==> src/rtl/eic_sense_bank_if.sv <==
// Register port between the bus bridge and eic_sense_bank.
//   reg_wr    : write strobe, the write takes effect at the edge it is sampled
//   reg_rd    : read strobe, reg_rdata is valid the following cycle
//   reg_addr  : word address (0..7)
//   reg_wdata : write data
//   reg_rdata : registered read data, holds until the next read
interface eic_sense_bank_if;
    logic        reg_wr;
    logic        reg_rd;
    logic [2:0]  reg_addr;
    logic [31:0] reg_wdata;
    logic [31:0] reg_rdata;

    modport master (
        output reg_wr,
        output reg_rd,
        output reg_addr,
        output reg_wdata,
        input  reg_rdata
    );

    modport slave (
        input  reg_wr,
        input  reg_rd,
        input  reg_addr,
        input  reg_wdata,
        output reg_rdata
    );
endinterface

==> src/rtl/eic_sense_bank.sv <==
// External interrupt controller for the MIPSfpga+ EIC interface.
// Per-channel input synchroniser, programmable sense mode, mask, and a pending
// register with software set / write-1-to-clear.  A registered priority
// encoder presents the highest pending unmasked channel as EIC_Vector.
//   CLK           : clock
//   RESET         : synchronous active-high reset
//   signal        : raw interrupt inputs, one per channel
//   irq_ack       : core accepts the presented vector, clears its flag
//   bus           : word-addressed register port (slave side)
//   EIC_Interrupt : {2'b00, EIC_Vector}
//   EIC_Vector    : winning channel index + 1, 0 when nothing is requested
module eic_sense_bank #(
    parameter int unsigned CHANNELS    = 32,
    parameter int unsigned SYNC_STAGES = 2
) (
    input  logic                CLK,
    input  logic                RESET,
    input  logic [CHANNELS-1:0] signal,
    input  logic                irq_ack,
    eic_sense_bank_if.slave     bus,
    output logic [7:0]          EIC_Interrupt,
    output logic [5:0]          EIC_Vector
);

    localparam int unsigned SENSE_W = 2 * CHANNELS;
    localparam int unsigned GUARD_W = 3;
    localparam int unsigned VEC_W   = 6;

    localparam logic [2:0] ADDR_MASK    = 3'd0;
    localparam logic [2:0] ADDR_PENDING = 3'd1;
    localparam logic [2:0] ADDR_SET     = 3'd2;
    localparam logic [2:0] ADDR_SENSE0  = 3'd3;
    localparam logic [2:0] ADDR_SENSE1  = 3'd4;
    localparam logic [2:0] ADDR_STATUS  = 3'd5;

    localparam logic [1:0] SENSE_LEVEL = 2'b00;
    localparam logic [1:0] SENSE_ANY   = 2'b01;
    localparam logic [1:0] SENSE_FALL  = 2'b10;
    localparam logic [1:0] SENSE_RISE  = 2'b11;

    // state
    logic [SYNC_STAGES-1:0][CHANNELS-1:0] sync_q, sync_d;
    logic [CHANNELS-1:0]                  prev_q, prev_d;
    logic [CHANNELS-1:0]                  mask_q, mask_d;
    logic [CHANNELS-1:0]                  pend_q, pend_d;
    logic [SENSE_W-1:0]                   sense_q, sense_d;
    logic [VEC_W-1:0]                     vec_q, vec_d;
    logic [31:0]                          rdata_q, rdata_d;
    logic [GUARD_W-1:0]                   guard_q, guard_d;

    // combinational helpers
    logic [CHANNELS-1:0] sync_last;
    logic [CHANNELS-1:0] sense_match;
    logic [CHANNELS-1:0] pend_set;
    logic [CHANNELS-1:0] pend_clr;
    logic [CHANNELS-1:0] ack_clr;
    logic [63:0]         sense_ext;
    logic [63:0]         sense_new;
    logic                edge_en;
    logic                wr_mask, wr_pend, wr_set, wr_sense0, wr_sense1;

    assign sync_last = sync_q[SYNC_STAGES-1];
    assign sense_ext = 64'(sense_q);
    // Edge detection stays off until the synchroniser and prev have filled.
    assign edge_en   = (guard_q == '0);

    assign wr_mask   = bus.reg_wr && (bus.reg_addr == ADDR_MASK);
    assign wr_pend   = bus.reg_wr && (bus.reg_addr == ADDR_PENDING);
    assign wr_set    = bus.reg_wr && (bus.reg_addr == ADDR_SET);
    assign wr_sense0 = bus.reg_wr && (bus.reg_addr == ADDR_SENSE0);
    assign wr_sense1 = bus.reg_wr && (bus.reg_addr == ADDR_SENSE1);

    // Input synchroniser shift and edge history.
    always_comb begin
        sync_d    = sync_q;
        sync_d[0] = signal;
        for (int k = 1; k < SYNC_STAGES; k++) begin
            sync_d[k] = sync_q[k-1];
        end
        prev_d = sync_last;
    end

    // Post-reset edge guard countdown.
    always_comb begin
        guard_d = guard_q;
        if (guard_q != '0) begin
            guard_d = guard_q - GUARD_W'(1);
        end
    end

    // Per-channel sense decode.
    always_comb begin
        sense_match = '0;
        for (int i = 0; i < CHANNELS; i++) begin
            unique case (sense_q[2*i +: 2])
                SENSE_LEVEL: sense_match[i] = sync_last[i];
                SENSE_ANY:   sense_match[i] = edge_en & (sync_last[i] ^ prev_q[i]);
                SENSE_FALL:  sense_match[i] = edge_en & ~sync_last[i] & prev_q[i];
                SENSE_RISE:  sense_match[i] = edge_en & sync_last[i] & ~prev_q[i];
                default:     sense_match[i] = 1'b0;
            endcase
        end
    end

    // Acknowledge clears only the channel currently presented.
    always_comb begin
        ack_clr = '0;
        for (int i = 0; i < CHANNELS; i++) begin
            if (irq_ack && (vec_q == VEC_W'(i + 1))) begin
                ack_clr[i] = 1'b1;
            end
        end
    end

    // Pending update: any set source beats any clear source.
    always_comb begin
        pend_set = mask_q & sense_match;
        pend_clr = ack_clr;
        if (wr_set) begin
            pend_set = pend_set | bus.reg_wdata[CHANNELS-1:0];
        end
        if (wr_pend) begin
            pend_clr = pend_clr | bus.reg_wdata[CHANNELS-1:0];
        end
        pend_d = (pend_q & ~pend_clr) | pend_set;
    end

    // Software-writable configuration.
    always_comb begin
        mask_d    = mask_q;
        sense_new = sense_ext;
        if (wr_mask) begin
            mask_d = bus.reg_wdata[CHANNELS-1:0];
        end
        if (wr_sense0) begin
            sense_new[31:0] = bus.reg_wdata;
        end
        if (wr_sense1) begin
            sense_new[63:32] = bus.reg_wdata;
        end
        sense_d = sense_new[SENSE_W-1:0];
    end

    // Priority encoder: highest qualifying channel wins.
    always_comb begin
        vec_d = '0;
        for (int i = 0; i < CHANNELS; i++) begin
            if (pend_q[i] && mask_q[i]) begin
                vec_d = VEC_W'(i + 1);
            end
        end
    end

    // Read mux samples pre-write state so read+write returns the old value.
    always_comb begin
        rdata_d = rdata_q;
        if (bus.reg_rd) begin
            unique case (bus.reg_addr)
                ADDR_MASK:    rdata_d = 32'(mask_q);
                ADDR_PENDING: rdata_d = 32'(pend_q);
                ADDR_SENSE0:  rdata_d = sense_ext[31:0];
                ADDR_SENSE1:  rdata_d = sense_ext[63:32];
                ADDR_STATUS:  rdata_d = 32'(vec_q);
                default:      rdata_d = '0;
            endcase
        end
    end

    // State registers.
    always_ff @(posedge CLK) begin
        if (RESET) begin
            sync_q  <= '0;
            prev_q  <= '0;
            mask_q  <= '0;
            pend_q  <= '0;
            sense_q <= '0;
            vec_q   <= '0;
            rdata_q <= '0;
            guard_q <= GUARD_W'(SYNC_STAGES + 1);
        end else begin
            sync_q  <= sync_d;
            prev_q  <= prev_d;
            mask_q  <= mask_d;
            pend_q  <= pend_d;
            sense_q <= sense_d;
            vec_q   <= vec_d;
            rdata_q <= rdata_d;
            guard_q <= guard_d;
        end
    end

    assign bus.reg_rdata = rdata_q;
    assign EIC_Vector    = vec_q;
    assign EIC_Interrupt = {2'b00, vec_q};

endmodule

==> src/flat_wrapper.sv <==
// flat-port wrapper written by rule: the top's interface ports become plain ports
module eic_sense_bank_flat 
#(
    parameter int unsigned CHANNELS    = 32,
    parameter int unsigned SYNC_STAGES = 2
)
  (CLK, RESET, signal, irq_ack, EIC_Interrupt, EIC_Vector, bus_reg_wr, bus_reg_rd, bus_reg_addr, bus_reg_wdata, bus_reg_rdata);
  eic_sense_bank_if bus_i ();
  input  logic CLK;
  input  logic RESET;
  input  logic [CHANNELS-1:0] signal;
  input  logic irq_ack;
  output logic [7:0] EIC_Interrupt;
  output logic [5:0] EIC_Vector;
  input wire logic [$bits(bus_i.reg_wr)-1:0] bus_reg_wr;
  input wire logic [$bits(bus_i.reg_rd)-1:0] bus_reg_rd;
  input wire logic [$bits(bus_i.reg_addr)-1:0] bus_reg_addr;
  input wire logic [$bits(bus_i.reg_wdata)-1:0] bus_reg_wdata;
  output wire logic [$bits(bus_i.reg_rdata)-1:0] bus_reg_rdata;
  assign bus_i.reg_wr = bus_reg_wr;
  assign bus_i.reg_rd = bus_reg_rd;
  assign bus_i.reg_addr = bus_reg_addr;
  assign bus_i.reg_wdata = bus_reg_wdata;
  assign bus_reg_rdata = bus_i.reg_rdata;
  eic_sense_bank #(.CHANNELS(CHANNELS), .SYNC_STAGES(SYNC_STAGES)) u_core (.CLK(CLK), .RESET(RESET), .signal(signal), .irq_ack(irq_ack), .bus(bus_i), .EIC_Interrupt(EIC_Interrupt), .EIC_Vector(EIC_Vector));
endmodule
==> config.mk <==
export PLATFORM = sky130hd
export DESIGN_NAME = eic_sense_bank_flat
export DESIGN_NICKNAME = d
export VERILOG_FILES = /design/src/rtl/eic_sense_bank_if.sv /design/src/rtl/eic_sense_bank.sv /design/src/flat_wrapper.sv
export SDC_FILE = /design/constraint.sdc
export NUM_CORES = 1
export LEC_CHECK = 0
export ABC_CLOCK_PERIOD_IN_PS = 2000
export BUFFER_PORTS_ARGS = -buffer_cell sky130_fd_sc_hd__buf_2
export CORE_ASPECT_RATIO = 0.7
export CORE_MARGIN = 2
export CORE_UTILIZATION = 50
export CTS_CLUSTER_DIAMETER = 80
export CTS_CLUSTER_SIZE = 20
export DETAILED_ROUTE_END_ITERATION = 8
export GPL_ROUTABILITY_DRIVEN = 0
export PLACE_DENSITY = 0.78
export SYNTH_ARGS = -nofsm -noshare
export SYNTH_HDL_FRONTEND = slang
export SYNTH_SLANG_ARGS = --single-unit
==> constraint.sdc <==
create_clock -name CLK -period 2 [get_ports CLK]
set_input_delay 0.2 -clock CLK [delete_from_list [all_inputs] [get_ports CLK]]
set_output_delay 0.2 -clock CLK [all_outputs]
set_load 0.03 [all_outputs]
==> out/summary.txt <==
Residual DRC -> 0
Critical Path AT -> 2.25 ns
Top-count cell post-synth -> dfxtp_1
Cells after synthesis -> 1442
Core ar. -> 22800 um^2
Initial antenna violation count -> 0
Setup Skew -> 0.0226 ns
Area Overhead vs Synth -> 18.0%
Slew Limit Headroom -> 63.3%
CTS tree -> built
Worst vdd rail ir drop -> 0.626 mV
# diodes -> 0
CTS clk-pin slew, worst paths -> 0.09 ns
Synth top area share -> 45.4%
Pwr Density -> 717 nW/um^2
GRT overflow -> 0
Clock net sink count -> 265
Fillers -> 1982
Largest net degree at the start of global routing -> 96
Crit. End Element -> register
Clock Tree Root -> clkbuf_16
Least-Margin Pin Slew -> 0.550 ns
Total Neg Setup Slack -> 0 ns
Max clock buf depth -> 3
Max Clk Rate -> 556 MHz
Total GRT Usage -> 27.7%
Final core utilization -> 60.5%
Slew Limit Fails -> 0
Final Hold Vio Count -> 0
Clock latency at the later pin of the worst-skew pair -> 0.51 ns
Predominant post-synthesis flop cell -> dfxtp_1
Synth warnings -> 0
CTS Buf Count -> 17
Status -> finished clean
Total iterations of the first detailed-routing run -> 8
Seq cells post-synth -> 265
Initial Util -> 51.3%
Max_cap viols -> 0
Via density -> 5.92
Mapped cell area -> 11700 um^2
CP Class -> reg2reg
RSZ-0062 raised after global routing -> no
Die Y-Extent -> 132 um
Min Tclk post-route -> 1.80 ns
Worst hold path type -> in2reg
# Post-CTS Setup Buffers -> 0
Final setup vio count -> 0
Commonest cells post-synth -> 265 x dfxtp_1, 250 x nand2_1, 227 x a21oi_1
Synth area leader -> dfxtp_1
Synth top area cells -> dfxtp_1 45%, nor2b_1 10%, a21oi_1 9.7%, nand2_1 8.0%, a22oi_1 4.4%
Sequential fraction of the synthesis area -> 45.4%
Avg Inst Size Synth -> 8.11 um^2
Post-route ant nets -> 0
Nets -> 1664
PortBufs -> 115
Die area -> 24600 um^2
H-tree Lvls -> 1
WL final -> 35.3 mm
Yosys cell types -> 49
Worst Path Max Fanout -> 27
Total number of vias -> 11.3k
First-pass GRT wire length -> 55.5 mm
CP required -> 2.45 ns
Layout cells sized above 1 -> 12.7%
Routed WL per cell -> 18.6 um
EDFF count, synth -> 0
Worst setup SP type -> register
Final HPWL DP -> 24.4 mm
Leak -> 4.99 nW
Post-synth ARST share -> 0%
Vias in the first global route -> 10.1k
Top Ports -> 118
Row count -> 46
Die W -> 187 um
Final Cycle Share -> 89.9%
DR iter-0 viols -> 1540
final timing paths:
kind                startpoint           endpoint  slack [ns]  cells after the start
max          u_core.guard_q[0]  u_core.pend_q[18]        0.20                      8
min          bus_reg_wdata[17]  u_core.mask_q[17]        0.02                      3
max reg2reg  u_core.guard_q[0]  u_core.pend_q[18]        0.20                      8
min reg2reg  u_core.sync_d[36]   u_core.prev_d[4]        0.42                      1
cell families (layout without fill, tap and decap cells):
kind of cell	after synthesis	count (layout)	synth area share, %
other	1	2	0.0321
adder cells (fa/ha/maj)	2	2	0.214
XOR/XNOR	1	1	0.0749
multiplexers	6	6	1.16
flip-flops	265	265	45.4
buffers and inverters	135	283	5.22
AO/OA/AOI/OAI	423	423	22.7
AND/OR/NAND/NOR	609	609	25.2
layout by cell type (no fill, tap or decap), types with 26 or more instances in the layout:
master,n
buf_4,40
a222oi_1,30
a32oi_1,30
nor2b_1,188
nor3_1,26
nor2_1,103
a21oi_1,227
buf_2,114
a22oi_1,68
dfxtp_1,265
o21ai_0,35
dlygate4sd3_1,61
nand2_1,250
inv_1,37
power breakdown:
part           leakage [nW]  switching (W)  total (W)  internal [W]
Combinational          2.61       0.000563   0.000980      0.000417
Sequential             2.16       0.000137    0.00556       0.00542
Clock                 0.223        0.00180    0.00336       0.00156
Total                  4.99        0.00250    0.00990       0.00740
registers in the layout, summed over array words and instances (netlist names):
register,count
u_core.prev_d,32
u_core.pend_q,32
u_core.bus.reg_rdata,32
u_core.guard_q,3
u_core.sense_ext,64
u_core.EIC_Vector,6
u_core.prev_q,32
u_core.sync_d,32
u_core.mask_q,32
cell type report:
type / count / area [um^2] / share of cell area (%)
multi-input cells: 1043 / 5810 / 42.1
flip-flops and latches: 265 / 5310 / 38.5
repair buffers: 226 / 1700 / 12.3
clock buffers: 18 / 429 / 3.11
well taps: 312 / 390 / 2.83
inverters: 37 / 139 / 1.01
clock inverters: 2 / 25.0 / 0.181
layer usage:
layer	global-route usage, %	wire [um]	up-vias
li1	-	-	5279
met1	40.2	15200	5158
met2	41.2	14600	736
met3	7.11	4600	91
met4	6.57	975	0
met5	0	0	-
repair_timing:
action	in CTS	in global routing
endpoints found under the hold margin	110	0
hold buffers	61	0
gates resized for setup	0	3
endpoints found under the setup margin	0	2
metrics by stage:
step | power (W) | cell area (um^2) | std cells | setup slack [ns] | hold WS (ns)
finish | 0.00990 | 13800 | 1903 | 0.202 | 0.0209
global route | 0.0102 | 13800 | 1903 | 0.0207 | 0.0112
CTS | 0.00991 | 13800 | 1903 | 0.143 | 0.00120
detailed placement | 0.00654 | 12700 | 1822 | 0.165 | 0.412
global placement | 0.00651 | 12700 | 1822 | 0.246 | 0.409
floorplan | 0.00616 | 11700 | 1443 | 0.195 | 0.328
worst max-delay path, cell delays in order, from the launching register on:
cell	delay, ns
dfxtp_1	0.31
inv_1	0.10
ha_2	0.22
nor2b_4	0.21
buf_12	0.20
nand2_1	0.07
o21ai_0	0.38
a222oi_1	0.13
nor2_1	0.11
Power figures use the tool's default switching activity.
